## config.mk

```make
export PLATFORM = sky130hd
export DESIGN_NAME = hw_ctrl_seq
export DESIGN_NICKNAME = d
export VERILOG_FILES = /design/src/rtl/hw_ctrl_seq.sv
export SDC_FILE = /design/constraint.sdc
export NUM_CORES = 1
export LEC_CHECK = 0
export ABC_AREA = 1
export CORE_UTILIZATION = 60
export CTS_CLUSTER_SIZE = 16
export DETAILED_ROUTE_END_ITERATION = 7
export DONT_BUFFER_PORTS = 1
export GPL_TIMING_DRIVEN = 0
export HOLD_SLACK_MARGIN = 0.05
export PLACE_DENSITY = 0.85
export SLEW_MARGIN = 20
export SYNTH_ARGS = -nofsm -noshare
export SYNTH_HDL_FRONTEND = slang
export SYNTH_SLANG_ARGS = --single-unit
```

## constraint.sdc

```tcl
create_clock -name clk -period 3.4 [get_ports clk]
set_clock_uncertainty 0.2 [all_clocks]
set_input_delay 0.68 -clock clk [delete_from_list [all_inputs] [get_ports clk]]
set_output_delay 0.68 -clock clk [all_outputs]
set_load 0.05 [all_outputs]
```

## src/rtl/hw_ctrl_seq.sv

```systemverilog
// hw_ctrl_seq: hardwired controller for the teaching CPU with an on-chip beat sequencer.
// A synchronised rising edge on qd starts the sequencer. Beats run W1 -> W2 -> W3 until the
// active operation requests a stop. Console modes read and write memory or registers one beat
// per qd edge. Register access walks an index counter through NREG registers.
//
// Ports:
//   clk, clr             beat clock; asynchronous active-low reset
//   qd                   asynchronous start push-button
//   swcba                console mode {SWC,SWB,SWA}
//   ir_op, c, z          IR opcode and ALU flags
//   w                    one-hot beat {W3,W2,W1}; zero while idle
//   running, st0         sequencer active; mode phase flag
//   reg_idx              console register index
//   sel_ctl .. ldz, s    datapath controls, all zero while idle
//   sel_a, sel_b         register selects, meaningful when sel_ctl=1
module hw_ctrl_seq #(
  parameter int unsigned NREG = 4,
  parameter int unsigned SYNC = 2,
  localparam int unsigned RW = $clog2(NREG)
) (
  input  logic          clk,
  input  logic          clr,
  input  logic          qd,
  input  logic [2:0]    swcba,
  input  logic [3:0]    ir_op,
  input  logic          c,
  input  logic          z,
  output logic [2:0]    w,
  output logic          running,
  output logic          st0,
  output logic [RW-1:0] reg_idx,
  output logic          sel_ctl,
  output logic          abus,
  output logic          m,
  output logic          drw,
  output logic          sbus,
  output logic          lir,
  output logic          mbus,
  output logic          memw,
  output logic          lar,
  output logic          arinc,
  output logic          lpc,
  output logic          pcinc,
  output logic          pcadd,
  output logic          cin,
  output logic          ldc,
  output logic          ldz,
  output logic [3:0]    s,
  output logic [RW-1:0] sel_a,
  output logic [RW-1:0] sel_b
);

  typedef enum logic [1:0] {BeatW1, BeatW2, BeatW3} beat_e;

  logic          running_q, running_d;
  beat_e         beat_q, beat_d;
  logic          st0_q, st0_d;
  logic [RW-1:0] idx_q, idx_d, idx_add;
  logic [2:0]    sw_q;
  logic [SYNC-1:0] sync_q;
  logic          qd_prev_q;

  logic qd_rise, mode_chg;
  logic short_seq, long_seq, stop_req, st0_set, seq_end;

  assign qd_rise  = sync_q[SYNC-1] & ~qd_prev_q;
  assign mode_chg = (swcba != sw_q);

  always_ff @(posedge clk or negedge clr) begin
    if (!clr) begin
      running_q <= 1'b0;
      beat_q    <= BeatW1;
      st0_q     <= 1'b0;
      idx_q     <= '0;
      sw_q      <= 3'b000;
      sync_q    <= '0;
      qd_prev_q <= 1'b0;
    end else begin
      running_q <= running_d;
      beat_q    <= beat_d;
      st0_q     <= st0_d;
      idx_q     <= idx_d;
      sw_q      <= swcba;
      sync_q[0] <= qd;
      for (int i = 1; i < int'(SYNC); i++) sync_q[i] <= sync_q[i-1];
      qd_prev_q <= sync_q[SYNC-1];
    end
  end

  always_comb begin
    sel_ctl = 1'b0; abus = 1'b0; m = 1'b0; drw = 1'b0; sbus = 1'b0; lir = 1'b0;
    mbus = 1'b0; memw = 1'b0; lar = 1'b0; arinc = 1'b0; lpc = 1'b0; pcinc = 1'b0;
    pcadd = 1'b0; cin = 1'b0; ldc = 1'b0; ldz = 1'b0;
    s = 4'b0000; sel_a = '0; sel_b = '0;
    short_seq = 1'b0; long_seq = 1'b0; stop_req = 1'b0; st0_set = 1'b0; idx_add = '0;

    if (running_q) begin
      unique case (swcba)
        3'b000, 3'b101: begin
          if (!st0_q) begin
            // First beat after entering run/step loads the PC from the switches.
            sbus = 1'b1; lpc = 1'b1; short_seq = 1'b1; st0_set = 1'b1; stop_req = 1'b1;
          end else begin
            unique case (beat_q)
              BeatW1: begin lir = 1'b1; pcinc = 1'b1; end
              BeatW2: begin
                unique case (ir_op)
                  4'b0001: begin abus = 1'b1; drw = 1'b1; ldc = 1'b1; ldz = 1'b1; cin = 1'b1;
                                 s = 4'b1001; end
                  4'b0010: begin abus = 1'b1; drw = 1'b1; ldc = 1'b1; ldz = 1'b1; s = 4'b0110; end
                  4'b0011: begin m = 1'b1; abus = 1'b1; drw = 1'b1; ldz = 1'b1; s = 4'b1011; end
                  4'b0100: begin abus = 1'b1; drw = 1'b1; ldc = 1'b1; ldz = 1'b1; s = 4'b0000; end
                  4'b0101: begin m = 1'b1; abus = 1'b1; lar = 1'b1; long_seq = 1'b1;
                                 s = 4'b1010; end
                  4'b0110: begin m = 1'b1; abus = 1'b1; lar = 1'b1; long_seq = 1'b1;
                                 s = 4'b1111; end
                  4'b0111: pcadd = c;
                  4'b1000: pcadd = z;
                  4'b1001: begin m = 1'b1; abus = 1'b1; lpc = 1'b1; s = 4'b1111; end
                  4'b1010: begin m = 1'b1; abus = 1'b1; s = 4'b1010; end
                  4'b1011: begin m = 1'b1; abus = 1'b1; drw = 1'b1; ldz = 1'b1; s = 4'b1110; end
                  4'b1100: begin m = 1'b1; abus = 1'b1; drw = 1'b1; ldz = 1'b1; s = 4'b0100; end
                  4'b1101: begin cin = 1'b1; abus = 1'b1; drw = 1'b1; ldc = 1'b1; ldz = 1'b1;
                                 s = 4'b1100; end
                  4'b1110: stop_req = 1'b1;
                  default: ;  // NOP
                endcase
              end
              BeatW3: begin
                if (ir_op == 4'b0101) begin
                  mbus = 1'b1; drw = 1'b1;
                end else if (ir_op == 4'b0110) begin
                  m = 1'b1; abus = 1'b1; memw = 1'b1; s = 4'b1010;
                end
              end
              default: ;
            endcase
          end
        end
        3'b001: begin
          sbus = 1'b1; short_seq = 1'b1; sel_ctl = 1'b1; stop_req = 1'b1;
          if (!st0_q) begin lar = 1'b1; st0_set = 1'b1; end
          else begin memw = 1'b1; arinc = 1'b1; end
        end
        3'b010: begin
          short_seq = 1'b1; sel_ctl = 1'b1; stop_req = 1'b1;
          if (!st0_q) begin sbus = 1'b1; lar = 1'b1; st0_set = 1'b1; end
          else begin mbus = 1'b1; arinc = 1'b1; end
        end
        3'b011: begin
          sel_ctl = 1'b1; short_seq = 1'b1; stop_req = 1'b1;
          sel_a = idx_q; sel_b = idx_q + RW'(1); idx_add = RW'(2);
        end
        3'b100: begin
          sel_ctl = 1'b1; sbus = 1'b1; drw = 1'b1; short_seq = 1'b1; stop_req = 1'b1;
          sel_a = idx_q; idx_add = RW'(1);
        end
        default: begin short_seq = 1'b1; stop_req = 1'b1; end
      endcase
    end

    seq_end = (beat_q == BeatW1 && short_seq) || (beat_q == BeatW2 && !long_seq) ||
              (beat_q == BeatW3);
    // Step mode halts at the last beat of every instruction.
    if (running_q && swcba == 3'b101 && seq_end) stop_req = 1'b1;

    unique case (beat_q)
      BeatW1:  w = running_q ? 3'b001 : 3'b000;
      BeatW2:  w = running_q ? 3'b010 : 3'b000;
      BeatW3:  w = running_q ? 3'b100 : 3'b000;
      default: w = 3'b000;
    endcase
    running = running_q;
    st0     = st0_q;
    reg_idx = idx_q;

    running_d = running_q;
    beat_d    = beat_q;
    st0_d     = st0_q;
    idx_d     = idx_q + idx_add;
    if (running_q) begin
      if (stop_req || seq_end) beat_d = BeatW1;
      else if (beat_q == BeatW1) beat_d = BeatW2;
      else beat_d = BeatW3;
      if (stop_req) running_d = 1'b0;
    end else if (qd_rise) begin
      running_d = 1'b1;
      beat_d    = BeatW1;
    end
    if (st0_set) st0_d = 1'b1;
    // A console mode change restarts the mode phase and cancels any beat in flight.
    if (mode_chg) begin
      st0_d = 1'b0;
      idx_d = '0;
      if (running_q) begin
        running_d = 1'b0;
        beat_d    = BeatW1;
      end
    end
  end

endmodule

```

=== Word-level counts from Yosys, hierarchy flattened ===
Cells that the tools add are included.

* Add/sub/neg operators: 2
* Equal/unequal tests: 22
* Multiplexer cells: 110
* Bitwise logic cells: 2
* Reduce and logical (&&, ||, !) cells: 26

{| class="wikitable"
|+ Operators with widths
! kind !! number
|-
| 1-bit two-way mux || 78
|-
| 4-bit one-hot mux with 8 select lines || 1
|-
| 4-bit equality test, second input constant || 7
|-
| 2-bit two-way mux || 13
|-
| 4-bit two-way mux || 5
|-
| 1-bit one-hot mux with 2 select lines || 9
|-
| 4-bit by 3-bit equality test with 1-bit output, second input constant || 4
|-
| 2-bit OR reduction || 8
|-
| 7-bit OR reduction || 2
|-
| 4-bit OR reduction || 3
|-
| 11-bit OR reduction || 1
|-
| 3-bit one-hot mux with 3 select lines || 1
|-
| 4-bit by 2-bit equality test with 1-bit output, second input constant || 2
|-
| 4-bit one-hot mux with 2 select lines || 1
|-
| 3-bit by 2-bit equality test with 1-bit output, second input constant || 2
|-
| 3-bit equality test, second input constant || 2
|-
| 4-bit by 1-bit equality test with 1-bit output, second input constant || 1
|-
| 1-bit logical AND || 4
|-
| 2-bit one-hot mux with 2 select lines || 1
|-
| 3-bit by 1-bit equality test with 1-bit output, second input constant || 1
|-
| 3-bit logical NOT || 1
|-
| 1-bit logical OR || 3
|-
| 3-bit two-way mux || 1
|-
| 3-bit inequality test || 1
|-
| other kinds (10) || 10
|}

* Register bits after elaboration: 12
* Input bits: 12
* Output and inout port bits: 31
* Word-level logic and storage cells: 169

=== Longest topological paths before layout ===
* Word-level depth: 18
* Gate-level depth with buffers: 10
* Gate-level depth less buffers: 10

=== Worst setup path after synthesis ===
OpenSTA, ideal clock, no wires.

* Path kind: input to output
* Start: in swcba[0]
* End: out s[0]
* Data arrival time: 2.649 ns
* Data required time: 2.520 ns
* Path slack: -0.129 ns
* Cell stages on the path: 6
* Buffers on the path: 1
* Path through: buf_6 -> nor2_2 -> nand2_1 -> nand2_4 -> nand2_1 -> nor4_1

* Cells in the longest elaborated chain, start to end: 4
* Elaborated cells on any way between the ends: 5
* Those cells by class: 1 x eq/ne; 2 x mux; 2 x reduce/logical

{| class="wikitable"
|+ RTL lines
! what !! RTL line !! source
|-
| from (decl) || 24 || <nowiki>input logic [2:0] swcba,</nowiki>
|-
| 3-bit equality test / 3-bit logical NOT (equally long branches) || 98 || <nowiki>unique case (swcba)</nowiki>
|-
| 2-bit OR reduction * || 98 ||
|-
| 4-bit two-way mux * || 98 ||
|-
| 4-bit two-way mux * || 97 || <nowiki>if (running_q) begin</nowiki>
|-
| to (decl) || 48 || <nowiki>output logic [3:0] s,</nowiki>
|}

Every way passes the cells marked *; elsewhere a longest branch is shown, timed or not.

=== Worst setup path in the final report ===
* Start: reg running_q (netlist: running)
* End: out ldc

* Cells in the longest elaborated chain, start to end: 1

{| class="wikitable"
|+ RTL lines
! what !! RTL line !! source
|-
| from (decl) || 55 || <nowiki>logic running_q, running_d;</nowiki>
|-
| from (signal assigned) || 79 || <nowiki>running_q <= running_d;</nowiki>
|-
| 1-bit two-way mux || 97 ||
|-
| to (decl) || 46 || <nowiki>output logic ldc,</nowiki>
|}

Every way passes these cells.

==> impl_metrics.csv <==
group,metric,value,unit
clock_network,clk_pin_slew,0.09,ns
sta,worst_pin_slew,1.03,ns
synthesis,synth-seq-area-share,25.8,%
synthesis,synth_area_leaders,"dfrtp_1, nand2_1, inv_1, nor2_1, a21oi_1",
critical_path,crit_arrival,2.48,ns
critical_path,critPathLaunchType,"register",
synthesis,yosysWarnings,0,
clock_network,cts_setup_buffers,0,
routing,wl,2.93,mm
die,core_area,0.00176,sq mm
critical_path,crit_path_max_incr_delay,0.70,ns
critical_path,cp_num_buf_inv,3,
routing,detail_route.vias_per_cell,5.50,
global_route,grt_pass1_wl,4.69,mm
synthesis,ys.flop_type,"dfrtp_1",
min_path,whs_path_depth,0,
die,io_pins,43,
synthesis,yosysMostFrequentCell,"nand2_1",
clock_network,clockBufferDepth,2,
critical_path,path_class,"reg2out",
power_and_ir_drop,peakVddDrop,0.000275,V
critical_path,r2r-start,"running",
synthesis,synth_common_cells,"nand2_1, inv_1, nor2_1, a21oi_1, nand3_1",
sta,rsz0062_at_grt,"yes",
global_route,use_met1,37.4,%
place,io_buffers,0,
synthesis,syn-instance-count,191,
place,dpl.hpwl,2.30,mm
sta,slew_headroom,31.2,%
synthesis,synth_cell_type_count,25,
power_and_ir_drop,p_leak,0.000657,uW
finish,diodes,0,
sta,setup_violations,0,
global_route,grt-ovfl-total,0,
finish,fin_nets,214,
clock_network,cts_root_buf,"clkbuf_4",
clock_network,tritoncts,"done",
global_route,use_met3,5.88,%
sta,finalSetupTns,0,ns
synthesis,synth.avg_cell_area,6.10,sq um
critical_path,cp-startpoint,"running",
clock_network,cts_sinks,12,
routing,drtPass1Iterations,4,
routing,drc,0,
global_route,antenna_found_initial,0,
min_path,hp-class,"reg2reg",
outcome,status,"finished, final reports clean",
synthesis,yosys.area.top_type,"dfrtp_1",
die,die_h,46.1,microns
die,num_rows,15,
sta,fin_crit,3.36,ns
critical_path,cp.required,2.52,ns
global_route,grt_pass1_vias,1124,
critical_path,rrSetupSlack,1.21,ns
sta,final-hold-violation-count,0,
clock_network,ctsHtreeMaxLevel,1,
die,die_w,46.1,microns
critical_path,cp_max_fo,8,
power_and_ir_drop,power_density,266,mW/mm^2
power_and_ir_drop,power.total,342,uW
job,maxCapViolCount,0,
routing,drt_iter0_markers,32,
critical_path,crit_family,"simple AND/OR/NAND/NOR gates",
finish,final_layout_size_suffix_gt1_share,18.4,%
place,gp_congestion,0.932,
synthesis,ys_ff_latch,12,
routing,wire_per_inst,13.2,microns
die,die-area,0.00212,sq mm
synthesis,synth-edff-count,0,
critical_path,r2r_end,"beat_q[0]",
sta,fin_crit_sh,98.9,%
global_route,grtUsageMet2,53.8,%
synthesis,async_flop_share,100,%
critical_path,r2r_cells,8,
clock_network,cts-buffers-inserted,3,
finish,fill_cells,154,
sta,clock.fmax,297,MHz
critical_path,endpoint_kind,"output port",
sta,slew_viol_final,0,
synthesis,yosys.area.top_type_share,25.8,%
critical_path,crit_path_cell_trace,"buf_4, nand2_1, inv_1, nand2_2, inv_1, nand2_1, nor2_1",
synthesis,synthesis.area,0.00116,sq mm
global_route,grt.busiest_layer,"met2",
global_route,grt_use_total,30.9,%
routing,drtAntennaViolNets,0,
die,start_util,66.0,%
global_route,grt_max_degree,13,
critical_path,slowest_stage,"nor2_1",
synthesis,synth_nets,208,
routing,vias,1216,
finish,syn2layout_area_growth,10.5,%
min_path,min_to,"sync_q[1]",
min_path,hp-start,"sync_q[0]",
clock_network,clkLatencyLatePin,0.29,ns
## layout make-up
cell class	instances	area (sq um)	share of cell area, %
multi-input combinational	138	739	57.4
sequential	12	300	23.3
inverter	37	139	10.8
clock buffer	4	36.3	2.82
buffer	4	31.3	2.43
tap	25	31.3	2.43
timing repair buffer	1	10.0	0.777
## registers in the layout, indices dropped and copies added, names as in the netlist
signal     count
beat_q         2
qd_prev_q      1
reg_idx        2
running        1
st0            1
sw_q           3
sync_q         2
## how the worst max path moves through the flow
stage / end / slack [ns] / depth (start not counted)
global route: ldc / -0.11 / 7
global placement: pcinc / 0.23 / 6
floorplan: sel_ctl / 0.36 / 6
detailed placement: pcinc / 0.18 / 6
CTS: s[3] / -0.08 / 7
finish: ldc / 0.04 / 7
## cell families (layout without fill, tap and decap cells)
kind of cell	count (synthesis)	count (layout)	share of synthesized area [%]
and+or+nand+nor	107	107	41.1
AOI/OAI and AO/OA	22	22	10.1
buffers and inverters	41	46	14.6
DFF	12	12	25.8
adders and majority gates	5	5	5.37
xor gates and xnor gates	4	4	3.01
## through the flow
stage                     instance area, sq um  hold WS (ns)  std cells  utilization (%)  setup slack, ns
final                                     1290         0.151        221             73.0           0.0372
after detailed placement                  1220         0.136        216             68.9            0.176
after floorplan                           1170         0.131        191                -            0.357
after global routing                      1290         0.167        221             73.0           -0.114
after global placement                    1200         0.133        216             68.2            0.227
after CTS                                 1280         0.154        221             72.6          -0.0757
## metal layers
metal	vias to the layer above	part of all wire [%]
met1	563	39
met3	8	6.1
met2	46	53
met4	0	1.6
li1	599	-
met5	-	0
## cell usage in the layout (no fill, tap or decap)
cell type      instances
nor4_4                 1
nand4_1                1
clkbuf_8               1
inv_2                  5
nand3_2                3
clkbuf_4               3
a21oi_2                5
o21ai_0                4
nand2_1               46
nor2_1                28
dfrtp_1               12
or2_0                  1
o21ai_1                3
a41oi_2                1
nand2_2                3
nor3_1                 1
ha_1                   5
inv_1                 32
xor2_1                 2
xnor2_1                2
nand2_4                1
a21oi_1                9
buf_4                  2
dlygate4sd3_1          1
buf_6                  1
nor3_2                 1
nor2_2                 8
buf_2                  1
nand3_1               13
## power by group
group,switching (uW),internal [uW],total (uW),leakage (uW)
sequential,5.90,147,153,0.000153
combinational,51.9,19.2,71.1,0.000483
clock,52.6,65.2,118,0.0000210
## timing repair
action | 4_1_cts | 5_1_grt
resized for setup | 4 | 2
hold endpoints to repair | 12 | 0
setup endpoints to repair | 6 | 4
hold buffers | 1 | 0
Note: power is estimated with default switching activity, not from simulation.
